$ cat config.mk
export PLATFORM = sky130hd
export DESIGN_NAME = temp_spi_poll_ctrl
export DESIGN_NICKNAME = d
export VERILOG_FILES = /design/src/rtl/temp_spi_pkg.sv /design/src/rtl/sclk_tick_gen.sv /design/src/rtl/temp_spi_poll_ctrl.sv
export SDC_FILE = /design/constraint.sdc
export NUM_CORES = 1
export LEC_CHECK = 0
export ABC_CLOCK_PERIOD_IN_PS = 6200
export CAP_MARGIN = 20
export CORE_AREA = 2 2 80 120
export CTS_CLUSTER_SIZE = 30
export DETAILED_ROUTE_END_ITERATION = 10
export DIE_AREA = 0 0 82 122
export PLACE_DENSITY = 0.64
export SYNTH_ARGS = -nofsm -noshare
export SYNTH_HDL_FRONTEND = slang
export SYNTH_HIERARCHICAL = 1
export SYNTH_SLANG_ARGS = --single-unit
$ cat constraint.sdc
create_clock -name clk -period 6.2 [get_ports clk]
set_input_delay 0.62 -clock clk [delete_from_list [all_inputs] [get_ports clk]]
set_output_delay 0.62 -clock clk [all_outputs]
set_load 0.1 [all_outputs]
$ cat src/rtl/temp_spi_pkg.sv
// ---------------------------------------------------------------------------
// temp_spi_pkg
// Shared types and constants for the temperature-sensor SPI poll controller.
//   state_e          : frame sequencer states (IDLE -> SETUP -> SHIFT -> HOLD)
//   CMD_BYTE_DEFAULT : "read temperature register" command byte
//   RX_BYTES_MAX     : largest supported number of data bytes per frame
//   HALF_PER_BYTE    : SCLK half-periods spent on one byte (8 bits x 2)
// ---------------------------------------------------------------------------
package temp_spi_pkg;

  typedef enum logic [1:0] {
    ST_IDLE  = 2'd0,
    ST_SETUP = 2'd1,
    ST_SHIFT = 2'd2,
    ST_HOLD  = 2'd3
  } state_e;

  localparam logic [7:0] CMD_BYTE_DEFAULT = 8'h50;
  localparam int         RX_BYTES_MAX     = 4;
  localparam int         HALF_PER_BYTE    = 16;

endpackage

$ cat src/rtl/sclk_tick_gen.sv
// ---------------------------------------------------------------------------
// sclk_tick_gen
// Free-running CLK_DIV divider producing one SCLK half-period tick.
//   clk   : system clock
//   rst_n : asynchronous active-low reset
//   clr   : holds the counter at zero (no ticks while asserted)
//   tick  : high for one clk cycle every CLK_DIV cycles while clr is low
// ---------------------------------------------------------------------------
module sclk_tick_gen #(
  parameter int unsigned CLK_DIV = 4
) (
  input  logic clk,
  input  logic rst_n,
  input  logic clr,
  output logic tick
);

  localparam int CW = $clog2(CLK_DIV);
  localparam logic [CW-1:0] CNT_LAST = CW'(CLK_DIV - 1);

  logic [CW-1:0] cnt_q;
  logic [CW-1:0] cnt_d;

  // next count: wrap at CLK_DIV-1, forced to zero by clr
  always_comb begin
    cnt_d = cnt_q;
    if (clr) begin
      cnt_d = '0;
    end else if (cnt_q == CNT_LAST) begin
      cnt_d = '0;
    end else begin
      cnt_d = cnt_q + CW'(1);
    end
  end

  // counter register
  always_ff @(posedge clk or negedge rst_n) begin
    if (!rst_n) begin
      cnt_q <= '0;
    end else begin
      cnt_q <= cnt_d;
    end
  end

  assign tick = !clr && (cnt_q == CNT_LAST);

endmodule

$ cat src/rtl/temp_spi_poll_ctrl.sv
// ---------------------------------------------------------------------------
// temp_spi_poll_ctrl
// Sequences a byte-level SPI shifter to read a temperature sensor: one command
// byte out, RX_BYTES data bytes in, per frame. Frames start from a poll timer
// or a host trigger; requests arriving while busy are queued (depth one).
//
// Optional build macro TEMP_SPI_AVG_EN: temp becomes the moving average of the
// last four results instead of the raw last result.
//
// Ports:
//   clk, rst_n  : system clock, asynchronous active-low reset
//   enable      : 1 = poll timer runs, 0 = timer held at zero
//   trig        : one-cycle request for an immediate frame
//   spi_rx      : byte received by the shifter
//   spi_sclk    : SPI clock, mode 0 (idle low)
//   spi_cs_n    : chip select, active low
//   spi_load    : shifter load strobe for spi_tx
//   spi_tx      : byte to load into the shifter
//   busy        : frame in progress (cs_n low)
//   temp        : last result, first received byte in the MSBs
//   temp_valid  : one-cycle pulse when temp updates
// ---------------------------------------------------------------------------
module temp_spi_poll_ctrl
  import temp_spi_pkg::*;
#(
  parameter int unsigned CLK_DIV     = 4,
  parameter int unsigned POLL_PERIOD = 1000000,
  parameter logic [7:0]  CMD_BYTE    = CMD_BYTE_DEFAULT,
  parameter int unsigned RX_BYTES    = 2
) (
  input  logic                  clk,
  input  logic                  rst_n,
  input  logic                  enable,
  input  logic                  trig,
  input  logic [7:0]            spi_rx,
  output logic                  spi_sclk,
  output logic                  spi_cs_n,
  output logic                  spi_load,
  output logic [7:0]            spi_tx,
  output logic                  busy,
  output logic [8*RX_BYTES-1:0] temp,
  output logic                  temp_valid
);

  localparam int TW = 8 * RX_BYTES;
  localparam int PW = $clog2(POLL_PERIOD);
  localparam int GW = $clog2(2 * CLK_DIV);
  localparam logic [PW-1:0] POLL_LAST = PW'(POLL_PERIOD - 1);
  localparam logic [GW-1:0] GAP_LAST  = GW'(2 * CLK_DIV - 1);
  localparam logic [2:0]    LAST_BYTE = 3'(RX_BYTES);

  state_e          state_q, state_d;
  logic [6:0]      hc_q, hc_d;          // half-period counter within a state
  logic [PW-1:0]   poll_cnt_q, poll_cnt_d;
  logic            pending_q, pending_d;
  logic [GW-1:0]   gap_q, gap_d;        // cycles cs_n has been high, saturating
  logic            sclk_q, sclk_d;
  logic            cs_n_q, cs_n_d;
  logic            load_q, load_d;
  logic [7:0]      tx_q, tx_d;
  logic            busy_q, busy_d;
  logic [TW-1:0]   shadow_q, shadow_d;
  logic [TW-1:0]   temp_q, temp_d;
  logic            temp_valid_q, temp_valid_d;

  logic            tick_s;
  logic            poll_tick_s;
  logic            start_s;
  logic            done_s;
  logic [2:0]      byte_idx_s;
  logic [3:0]      ph_s;
  logic [TW-1:0]   result_s;

  sclk_tick_gen #(
    .CLK_DIV (CLK_DIV)
  ) u_tick (
    .clk   (clk),
    .rst_n (rst_n),
    .clr   (state_q == ST_IDLE),
    .tick  (tick_s)
  );

  // In SHIFT, hc counts half-periods: upper bits select the byte, lower
  // nibble the phase (even = sclk high, odd = sclk low).
  assign byte_idx_s  = hc_q[6:4];
  assign ph_s        = hc_q[3:0];
  assign poll_tick_s = enable && (poll_cnt_q == POLL_LAST);
  // A new frame may only start once cs_n has been high for 2*CLK_DIV cycles.
  assign start_s     = (state_q == ST_IDLE) && (gap_q == GAP_LAST) &&
                       (trig || poll_tick_s || pending_q);
  assign done_s      = (state_q == ST_HOLD) && tick_s && (hc_q == 7'd1);

`ifdef TEMP_SPI_AVG_EN
  logic [TW-1:0] hist_q [4];
  logic [TW-1:0] hist_d [4];
  logic [TW+1:0] sum_q, sum_d;

  // running sum of the four newest results; oldest entry drops out
  always_comb begin
    hist_d = hist_q;
    sum_d  = sum_q;
    if (done_s) begin
      sum_d     = sum_q + {2'b00, shadow_q} - {2'b00, hist_q[3]};
      hist_d[0] = shadow_q;
      hist_d[1] = hist_q[0];
      hist_d[2] = hist_q[1];
      hist_d[3] = hist_q[2];
    end else begin
      sum_d = sum_q;
    end
  end

  // history and sum registers
  always_ff @(posedge clk or negedge rst_n) begin
    if (!rst_n) begin
      for (int i = 0; i < 4; i++) begin
        hist_q[i] <= '0;
      end
      sum_q <= '0;
    end else begin
      hist_q <= hist_d;
      sum_q  <= sum_d;
    end
  end

  assign result_s = sum_d[TW+1:2];
`else
  assign result_s = shadow_q;
`endif

  // state register
  always_ff @(posedge clk or negedge rst_n) begin
    if (!rst_n) begin
      state_q <= ST_IDLE;
    end else begin
      state_q <= state_d;
    end
  end

  // next-state logic
  always_comb begin
    state_d = state_q;
    case (state_q)
      ST_IDLE: begin
        if (start_s) state_d = ST_SETUP;
        else         state_d = ST_IDLE;
      end
      ST_SETUP: begin
        if (tick_s && (hc_q == 7'd1)) state_d = ST_SHIFT;
        else                          state_d = ST_SETUP;
      end
      ST_SHIFT: begin
        if (tick_s && (ph_s == 4'd15) && (byte_idx_s == LAST_BYTE)) state_d = ST_HOLD;
        else                                                        state_d = ST_SHIFT;
      end
      ST_HOLD: begin
        if (done_s) state_d = ST_IDLE;
        else        state_d = ST_HOLD;
      end
      default: state_d = ST_IDLE;
    endcase
  end

  // output / datapath next values
  always_comb begin
    hc_d         = hc_q;
    poll_cnt_d   = poll_cnt_q;
    pending_d    = pending_q;
    gap_d        = gap_q;
    sclk_d       = sclk_q;
    cs_n_d       = cs_n_q;
    load_d       = load_q;
    tx_d         = tx_q;
    busy_d       = busy_q;
    shadow_d     = shadow_q;
    temp_d       = temp_q;
    temp_valid_d = 1'b0;

    if (!enable)          poll_cnt_d = '0;
    else if (poll_tick_s) poll_cnt_d = '0;
    else                  poll_cnt_d = poll_cnt_q + PW'(1);

    // one queued request at most; the frame that starts consumes all requests
    if (start_s)                   pending_d = 1'b0;
    else if (trig || poll_tick_s)  pending_d = 1'b1;
    else                           pending_d = pending_q;

    if ((state_q == ST_IDLE) && (gap_q != GAP_LAST)) gap_d = gap_q + GW'(1);
    else                                             gap_d = gap_q;

    case (state_q)
      ST_IDLE: begin
        if (start_s) begin
          cs_n_d = 1'b0;
          busy_d = 1'b1;
          load_d = 1'b1;
          tx_d   = CMD_BYTE;
          hc_d   = 7'd0;
          sclk_d = 1'b0;
        end else begin
          hc_d = hc_q;
        end
      end
      ST_SETUP: begin
        if (tick_s && (hc_q == 7'd1)) begin
          hc_d   = 7'd0;
          sclk_d = 1'b1;       // first rise of the command byte
          load_d = 1'b0;
        end else if (tick_s) begin
          hc_d = hc_q + 7'd1;
        end else begin
          hc_d = hc_q;
        end
      end
      ST_SHIFT: begin
        if (tick_s && (ph_s == 4'd15) && (byte_idx_s == LAST_BYTE)) begin
          hc_d   = 7'd0;
          sclk_d = 1'b0;
          load_d = 1'b0;
        end else if (tick_s) begin
          hc_d   = hc_q + 7'd1;
          sclk_d = !sclk_q;
          // 8th fall of a byte: load the next byte during the following low phase
          if ((ph_s == 4'd14) && (byte_idx_s < LAST_BYTE)) begin
            load_d = 1'b1;
            tx_d   = 8'h00;
          end else if (ph_s == 4'd15) begin
            load_d = 1'b0;
          end else begin
            load_d = load_q;
          end
          // capture the data byte that has just completed
          if (ph_s == 4'd14) begin
            for (int k = 0; k < int'(RX_BYTES); k++) begin
              if (byte_idx_s == 3'(k + 1)) shadow_d[TW-8-8*k +: 8] = spi_rx;
            end
          end else begin
            shadow_d = shadow_q;
          end
        end else begin
          hc_d = hc_q;
        end
      end
      ST_HOLD: begin
        if (done_s) begin
          hc_d         = 7'd0;
          cs_n_d       = 1'b1;
          busy_d       = 1'b0;
          gap_d        = '0;
          temp_d       = result_s;
          temp_valid_d = 1'b1;
        end else if (tick_s) begin
          hc_d = hc_q + 7'd1;
        end else begin
          hc_d = hc_q;
        end
      end
      default: begin
        hc_d = 7'd0;
      end
    endcase
  end

  // datapath and output registers
  always_ff @(posedge clk or negedge rst_n) begin
    if (!rst_n) begin
      hc_q         <= 7'd0;
      poll_cnt_q   <= '0;
      pending_q    <= 1'b0;
      gap_q        <= GAP_LAST;
      sclk_q       <= 1'b0;
      cs_n_q       <= 1'b1;
      load_q       <= 1'b0;
      tx_q         <= 8'h00;
      busy_q       <= 1'b0;
      shadow_q     <= '0;
      temp_q       <= '0;
      temp_valid_q <= 1'b0;
    end else begin
      hc_q         <= hc_d;
      poll_cnt_q   <= poll_cnt_d;
      pending_q    <= pending_d;
      gap_q        <= gap_d;
      sclk_q       <= sclk_d;
      cs_n_q       <= cs_n_d;
      load_q       <= load_d;
      tx_q         <= tx_d;
      busy_q       <= busy_d;
      shadow_q     <= shadow_d;
      temp_q       <= temp_d;
      temp_valid_q <= temp_valid_d;
    end
  end

  assign spi_sclk   = sclk_q;
  assign spi_cs_n   = cs_n_q;
  assign spi_load   = load_q;
  assign spi_tx     = tx_q;
  assign busy       = busy_q;
  assign temp       = temp_q;
  assign temp_valid = temp_valid_q;

endmodule
; ---- Word level (Yosys, flattened, before mapping)
; Index checks and enable logic that the tools add are counted.
[totals]
ff_bits = 80
out_inout_bits = 29
wordCells = 111
[classes]
n_addsub = 4
magnitude_cmp = 1
n_eq_ne = 20
n_mux = 43
n_bitwise = 1
n_reduce_logical = 27
[ops]
columns = operator, count
row1 = 20-bit two-way mux, 2
row2 = 7-bit two-way mux, 5
row3 = 8-bit two-way mux, 4
row4 = 7-bit case mux with 4 select lines, 1
row5 = "20-bit by 1-bit adder with 20-bit output, second input constant", 1
row6 = "20-bit == test, second input constant", 1
row7 = 5-bit AND reduction, 4
row8 = 1-bit two-way mux, 18
row9 = 8-bit case mux with 2 select lines, 1
row10 = "2-bit inequality test, second input constant", 6
row11 = 1-bit logical AND, 11
row12 = 3-bit two-way mux, 3
row13 = "4-bit == test, second input constant", 2
row14 = 2-bit two-way mux, 4
row15 = 2-bit case mux with 4 select lines, 1
row16 = "7-bit by 1-bit adder with 7-bit output, second input constant", 1
row17 = "7-bit by 1-bit == test with 1-bit output, second input constant", 1
row18 = "2-bit == test, second input constant", 3
row19 = "3-bit inequality test, second input constant", 2
row20 = 1-bit case mux with 3 select lines, 2
row21 = 2-bit nonzero test, 3
row22 = "4-bit inequality test, second input constant", 1
row23 = 1-bit case mux with 2 select lines, 2
row24 = 4-bit AND reduction, 1
row25 = 14 further kinds, 16

; ---- Longest topological paths before layout
; Gate-level depths: netlist of the first run.
[logic_depth]
depth_word = 7
depth_mapped = 10

; ---- By module
; Netlist of the first run, hierarchy kept.
[by_module_without_submodules]
columns = mod, instances, cells_per_inst, area_per_inst_um2
row1 = temp_spi_poll_ctrl, 1, 297, 3428.3
row2 = sclk_tick_gen, 1, 6, 85.1

; ---- Worst setup path before layout of the first run
; OpenSTA, ideal clock, no wires.
[synth_timing]
kind = reg-to-reg
startpoint = reg state_q[0]
endpoint = reg load_q, in the netlist spi_load
setup_time_ps = 128
arrival_time_ps = 2124
required_ps = 6072
setup_slack_ps = 3948
path_stages_with_launch = 9
path_buffers = 1
period_less_slack_ps = 2252
path_cell_list = dfrtp_1 -> inv_1 -> ha_1 -> nor2b_1 -> clkbuf_1 -> nand4_1 -> a221oi_1 -> nand3_2 -> mux2_1
[synth_via]
elab_chain_len = 7
[synth_lines]
columns = element, line
row1 = start: declaration, temp_spi_poll_ctrl.sv:52  ; state_e state_q, state_d;
row2 = start signal: assignment, temp_spi_poll_ctrl.sv:136  ; state_q <= state_d;
row3 = 2-bit logical NOT (*), temp_spi_poll_ctrl.sv:79  ; .clr (state_q == ST_IDLE),
row4 = 1-bit logical NOT (*), sclk_tick_gen.sv:45  ; assign tick = !clr && (cnt_q == CNT_LAST);
row5 = 1-bit logical AND (*), sclk_tick_gen.sv:45
row6 = net tick_s, temp_spi_poll_ctrl.sv:66  ; logic tick_s;
row7 = 1-bit logical AND (2 in series), temp_spi_poll_ctrl.sv:216  ; if (tick_s && (ph_s == 4'd15) && (byte_idx_s == LAST_BYTE)) begin
row8 = "4-bit inequality test (no source line), or another cell as far along", -
row9 = 5-bit AND reduction (no source line) / 1-bit case mux with 3 select lines (equally long branches), -
row10 = end signal: assignment, temp_spi_poll_ctrl.sv:286  ; load_q <= load_d;
row11 = end: declaration, temp_spi_poll_ctrl.sv:59  ; logic load_q, load_d;
; Mark *: on every way through the listed nets, which the timed path passes. The rest lies on a longest branch.
; A chain may end at the register's enable or synchronous reset.

; ---- Final worst setup path of the first run
[layout_timing]
startpoint = reg state_q[1]
endpoint = reg load_q, in the netlist spi_load
; The elaborated chain is that of the path after synthesis.

==> summary.md, run 1 <==
| Metric | Value |
|---|---|
| Tot Pwr | `1.39 mW` |
| Clock buffer depth | `2` |
| Endpoints failing hold | `0` |
| Die W | `82 microns` |
| Max Cap Viol | `0` |
| Clock sinks | `73` |
| Crit Path Max Fanout | `10` |
| Cts hold-fix bufs | `0` |
| Boundary pin count | `41` |
| Via count | `2,323` |
| Yosys reg bits | `73` |
| Routed WL | `6630 microns` |
| Seq/Total Area, Yosys | `0.521` |
| Iteration-0 DRC Markers | `66` |
| Min Clock Period, post-route | `2.66 ns` |
| Mapped Area | `3510 sq um` |
| Gr ovfl total | `0` |
| Yosys cell types | `49` |
| Startpoint Class | `flip-flop` |
| Async set-reset flop share out of synthesis | `1.00` |
| Pin count of the biggest net entering global routing | `74` |
| Fraction of layout cells with a size suffix above 1 | `0.203` |
| TritonRoute pass-1 iters | `4` |
| RSZ-0062 raised after global routing | `false` |
| Total setup buffers inserted after CTS | `0` |
| Clock Skews | `0.00911 ns` |
| Layout Nets | `364` |
| Total GRT Usage | `0.155` |
| Synth warn | `6` |
| Placer congestion estimate | `0.836` |
| Remaining DRCs | `0` |
| Resized Gates After CTS | `0` |
| First-pass GRT wire length | `11,700 microns` |
| WS Path Type | `reg -> reg` |
| Outcome | `finished, final reports clean` |
| Total CTS buffers | `9` |
| Core area | `9040 sq um` |
| WL per Instance | `14.5 microns` |
| EDFF count, synth | `0` |
| Commonest non-fill, non-tap cells in the layout | `dfrtp_1, clkdlybuf4s50_1, nor2_1` |
| Die area | `10,000 sq um` |
| CTS tree | `done` |
| Syn_area_per_cell | `11.6 sq um` |
| Cells after synthesis | `303` |
| Final worst path period share | `0.430` |
| Port Buf Inserts | `34` |
| Synth-to-layout area growth | `21.1%` |
| Setup TNS | `0 ns` |
| Commonest non-fill, non-tap cell in the layout | `dfrtp_1` |
| Hold_ws | `0.413 ns` |
| Power Density | `326 nW/um^2` |
| Final slew viol count | `0` |
| Worst slack at placement | `3.12 ns` |
| Std-Cell Rows | `43` |
| Setup ws final | `3.54 ns` |
| Routed Antenna Nets | `0` |
| H-Tree Depth | `3` |
| F_max | `375 MHz` |
| Via/cell ratio | `5.08` |
| DP HPWL | `4540 microns` |
| Diode count | `0` |
| Peak VDD IR | `0.179 mV` |
| Top FF cell, synth | `dfrtp_1` |
| Critical path arrival | `2.88 ns` |
| Antenna violations before repair | `0` |
| Crit. End Element | `flip-flop` |
| Max transition margin | `0.338` |
| Setup violators final | `0` |
| Leakage | `1.84 nW` |
| HP Class | `in -> async` |
| Initial Util | `0.389` |
| CTS clk-pin slew, worst paths | `0.06 ns` |
| Chip height | `122 microns` |
| Worst Tran Pin Value | `0.990 ns` |
| Clock latency on the worst-skew pair | `0.34 ns` |
| Root buffer cell | `clkbuf_16` |
| Worst endpoint required time | `6.42 ns` |
| Vias in the first global route | `2,442` |
[critical path: stages (launching register included)]
cell and delay (ns):
dfrtp_1 0.41, inv_1 0.08, ha_1 0.32, nor2b_1 0.47, nand4_1 0.28, a221oi_1 0.52, nand3_2 0.13, mux2_1 0.32
[report_power, final]
group / leakage, nW / total (mW) / internal (mW) / switching, mW
combinational: 0.748 / 0.304 / 0.101 / 0.203
clock: 0.149 / 0.533 / 0.319 / 0.214
sequential: 0.945 / 0.552 / 0.525 / 0.0267
[cells by family after synthesis]
| group | synth area share |
|---|---|
| simple gates | 0.145 |
| xor+xnor | 0.0474 |
| compound gates | 0.0652 |
| buf+inv | 0.0431 |
| other cells | 0.00107 |
| fa+ha+maj | 0.0427 |
| mux | 0.134 |
| flops | 0.521 |
[sequential cells by signal, summed over array words and instances, names as in the netlist]
name	count
temp	16
state_q	2
spi_load	1
gap_q	3
pending_q	1
spi_cs_n	1
u_tick/cnt_q	2
poll_cnt_q	20
busy	1
temp_valid	1
spi_tx	1
hc_q	7
result_s	16
spi_sclk	1
[metrics by stage]
step	util	area, sq um	std cells
after global routing	0.471	4250	457
after CTS	0.468	4230	456
final	0.471	4250	457
after floorplan	-	3530	308
after detailed placement	0.433	3920	440
after global placement	0.433	3920	440
[layout make-up]
type,instances,area (sq um)
inverters,13,48.8
clock inverters,7,83.8
multi-input cells,207,1550
clock buffers,9,225
repair buffers,36,373
fillers,871,4780
well taps,112,140
flip-flops and latches,73,1830
[layer usage]
metal	track usage	share of wire	up-vias
met5	0	0	-
met4	0.0667	0.019	0
met3	0.0489	0.050	9
met2	0.253	0.52	41
met1	0.186	0.41	1152
li1	-	-	1121
[synth_stat cells, types with 8 or more instances]
cell type  number  area (sq um)
a21oi_1         9          45.0
dfrtp_1        69          1730
ha_1           12           150
inv_1          13          48.8
mux2_2         24           270
mux2_4          8           120
nand2_1        17          63.8
nand3_1         9          45.0
nand4_1         8          50.1
nor2_1         32           120
xnor2_1        12           105
[final timing paths]
path                            startpoint              end  slack [ns]  cells past startpoint
setup / recovery                state_q[1]         spi_load        3.54                      7
hold / removal                       rst_n    poll_cnt_q[9]        0.41                      1
setup reg to reg                state_q[1]         spi_load        3.54                      7
hold reg to reg            u_tick/cnt_q[0]  u_tick/cnt_q[0]        0.48                      1
max in group asynchronous            rst_n          hc_q[1]        5.19                      1
min in group clk           u_tick/cnt_q[0]  u_tick/cnt_q[0]        0.48                      1
(Power assumes the default switching activity.)
==> run 2, diff against run 1 <==
--- a/config.mk
+++ b/config.mk
@@ -5,7 +5,7 @@
 export SDC_FILE = /design/constraint.sdc
 export NUM_CORES = 1
 export LEC_CHECK = 0
-export ABC_CLOCK_PERIOD_IN_PS = 6200
+export ABC_CLOCK_PERIOD_IN_PS = 2600
 export CAP_MARGIN = 20
 export CORE_AREA = 2 2 80 120
 export CTS_CLUSTER_SIZE = 30
==> constraint.sdc (replaced) <==
create_clock -name clk -period 2.6 [get_ports clk]
set_input_delay 0.26 -clock clk [delete_from_list [all_inputs] [get_ports clk]]
set_output_delay 0.26 -clock clk [all_outputs]
set_load 0.1 [all_outputs]
==> summary.md, run 2 (synthesis results as in run 1) <==
| Metric | Value |
|---|---|
| Crit Path Max Fanout | `6 (-4)` |
| Root buffer cell | `clkbuf_16` |
| Max reg flops | `20 (unchanged)` |
| Gr ovfl total | `0 (unchanged)` |
| Placer congestion estimate | `0.837 (+0.18%)` |
| Clock latency on the worst-skew pair | `0.33 ns (about the same)` |
| Outcome | `finished, final reports clean` |
| Max Cap Viol | `0 (unchanged)` |
| Via/cell ratio | `5.10 (+0.24%)` |
| Routed wl met3 | `352 microns (+7.0%)` |
| Largest Register | `poll_cnt_q` |
| Clock Skews | `0.00745 ns (-0.00166 ns)` |
| Final slew viol count | `0 (unchanged)` |
| Inst Count DP | `445 (+1.1%)` |
| Total GRT Usage | `0.153 (-0.00165)` |
| Layout Nets | `368 (+1.1%)` |
| CTS tree | `done` |
| Max Used Layer | `met4` |
| CTS clk-pin slew, worst paths | `0.06 ns (about the same)` |
| Peak VDD IR | `0.460 mV (+160%)` |
| Max transition margin | `0.401 (+0.0628)` |
| Vias in the first global route | `2,468 (+1.1%)` |
| Non-filler instance count after layout | `461 (+0.88%)` |
| Remaining DRCs | `0 (unchanged)` |
| Commonest non-fill, non-tap cell in the layout | `dfrtp_1` |
| Worst-path cell chain | `inv_1, ha_1, nor2b_1, nand4_1, a221oi_1, nand3_2, mux2_1` |
| WL per Instance | `14.6 microns (+0.60%)` |
| Setup TNS | `0 ns (unchanged)` |
| RSZ-0062 raised after global routing | `false` |
| Setup violators final | `0 (unchanged)` |
| Power Density | `784 nW/um^2 (+140%)` |
| Critical path arrival | `2.59 ns (-0.29 ns)` |
| Met2 Routed Length | `3320 microns (-3.5%)` |
| Synth-to-layout area growth | `19.7%` |
| Fraction of layout cells with a size suffix above 1 | `0.278 (+0.0750)` |
| Crit. End Element | `flip-flop` |
| Boundary pin count | `41 (unchanged)` |
| Commonest non-fill, non-tap cells in the layout | `dfrtp_1, nor2_1, buf_4` |
| Die W | `82 microns (unchanged)` |
| H-Tree Depth | `3 (unchanged)` |
| First-pass GRT wire length | `11,500 microns (-1.4%)` |
| Routed Antenna Nets | `0 (unchanged)` |
| Min Clock Period, post-route | `2.38 ns (-0.286 ns)` |
| Endpoints failing hold | `0 (unchanged)` |
| Initial Util | `0.389 (unchanged)` |
| Pin count of the biggest net entering global routing | `74 (unchanged)` |
| Worst endpoint required time | `2.81 ns (-3.61 ns)` |
| Met1 Routed Length | `2940 microns (+7.5%)` |
| Chip height | `122 microns (unchanged)` |
| Routed WL | `6730 microns (+1.5%)` |
| Crit-path slowest cell | `a221oi_1` |
| Final instance area | `4200 sq um (-1.2%)` |
| Port Buf Inserts | `34 (unchanged)` |
| Startpoint Class | `flip-flop` |
| Leakage | `1.89 nW (+2.6%)` |
| Resized Gates After CTS | `0 (unchanged)` |
| WS Path Type | `reg -> reg` |
| Via count | `2,349 (+1.1%)` |
| Cts hold-fix bufs | `0 (unchanged)` |
| Clock sinks | `73 (unchanged)` |
| Iteration-0 DRC Markers | `72 (+9.1%)` |
| TritonRoute pass-1 iters | `5 (+1)` |
| Total CTS buffers | `9 (unchanged)` |
| Total setup buffers inserted after CTS | `0 (unchanged)` |
| CP peak stage delay | `0.52 ns (about the same)` |
| Antenna violations before repair | `0 (unchanged)` |
| Die area | `10,000 sq um (unchanged)` |
| Worst Tran Pin Value | `0.899 ns (-0.0910 ns)` |
| Crit path max-delay family | `simple AND/OR/NAND/NOR gates` |
| Final worst path period share | `0.915 (+0.485)` |
| HP Class | `in -> async` |
| WP buf/inv | `1 (unchanged)` |
| Core area | `9040 sq um (unchanged)` |
| Std-Cell Rows | `43 (unchanged)` |
| Diode count | `0 (unchanged)` |
| F_max | `421 MHz (+12%)` |
| DP Area | `3900 sq um (-0.51%)` |
| Clock buffer depth | `2 (unchanged)` |
| DP HPWL | `4600 microns (+1.3%)` |
-- run 2: path summary, 6_finish.rpt --
kind                                  from               to  slack [ns]  cells after the start
setup / recovery                state_q[0]         spi_load        0.22                      7
hold / removal                       rst_n   poll_cnt_q[10]        0.07                      1
setup reg to reg                state_q[0]         spi_load        0.22                      7
hold reg to reg            u_tick/cnt_q[0]  u_tick/cnt_q[0]        0.45                      1
max in group asynchronous            rst_n          hc_q[5]        1.96                      1
min in group clk           u_tick/cnt_q[0]  u_tick/cnt_q[0]        0.45                      1
-- run 2: worst register-to-register path, stage by stage (launching register included) --
cell      delay (ns)
dfrtp_1         0.39
inv_1           0.08
ha_1            0.21
nor2b_1         0.34
nand4_1         0.25
a221oi_1        0.52
nand3_2         0.13
mux2_1          0.33
-- run 2: metal layers --
metal	vias to the layer above	GRT usage
met3	8	0.0489
met2	45	0.252
met4	0	0.0729
li1	1129	-
met1	1167	0.178
met5	-	0
-- run 2: cell type report --
type                    count  area (sq um)
clock buffers              10           239
inverters                  13          48.8
well taps                 112           140
repair buffers             40           325
multi-input cells         207          1550
fillers                   856          4830
clock inverters             6          67.6
flip-flops and latches     73          1830
-- run 2: power by group --
part           internal (mW)  leakage [nW]  switching [mW]  total, mW
logic                  0.247         0.800           0.491      0.738
registers               1.25         0.945          0.0646       1.32
clock network          0.769         0.145           0.472       1.24
-- run 2: per-stage QoR --
stage	hold slack, ns	util	power, mW	worst slack, ns
floorplan	-0.0356	-	1.89	0.348
global placement	0.434	0.431	2.06	0.371
detailed placement	0.439	0.431	2.08	0.300
CTS	0.0926	0.465	3.35	0.290
global route	0.146	0.465	3.48	0.0887
finish	0.0664	0.465	3.30	0.222
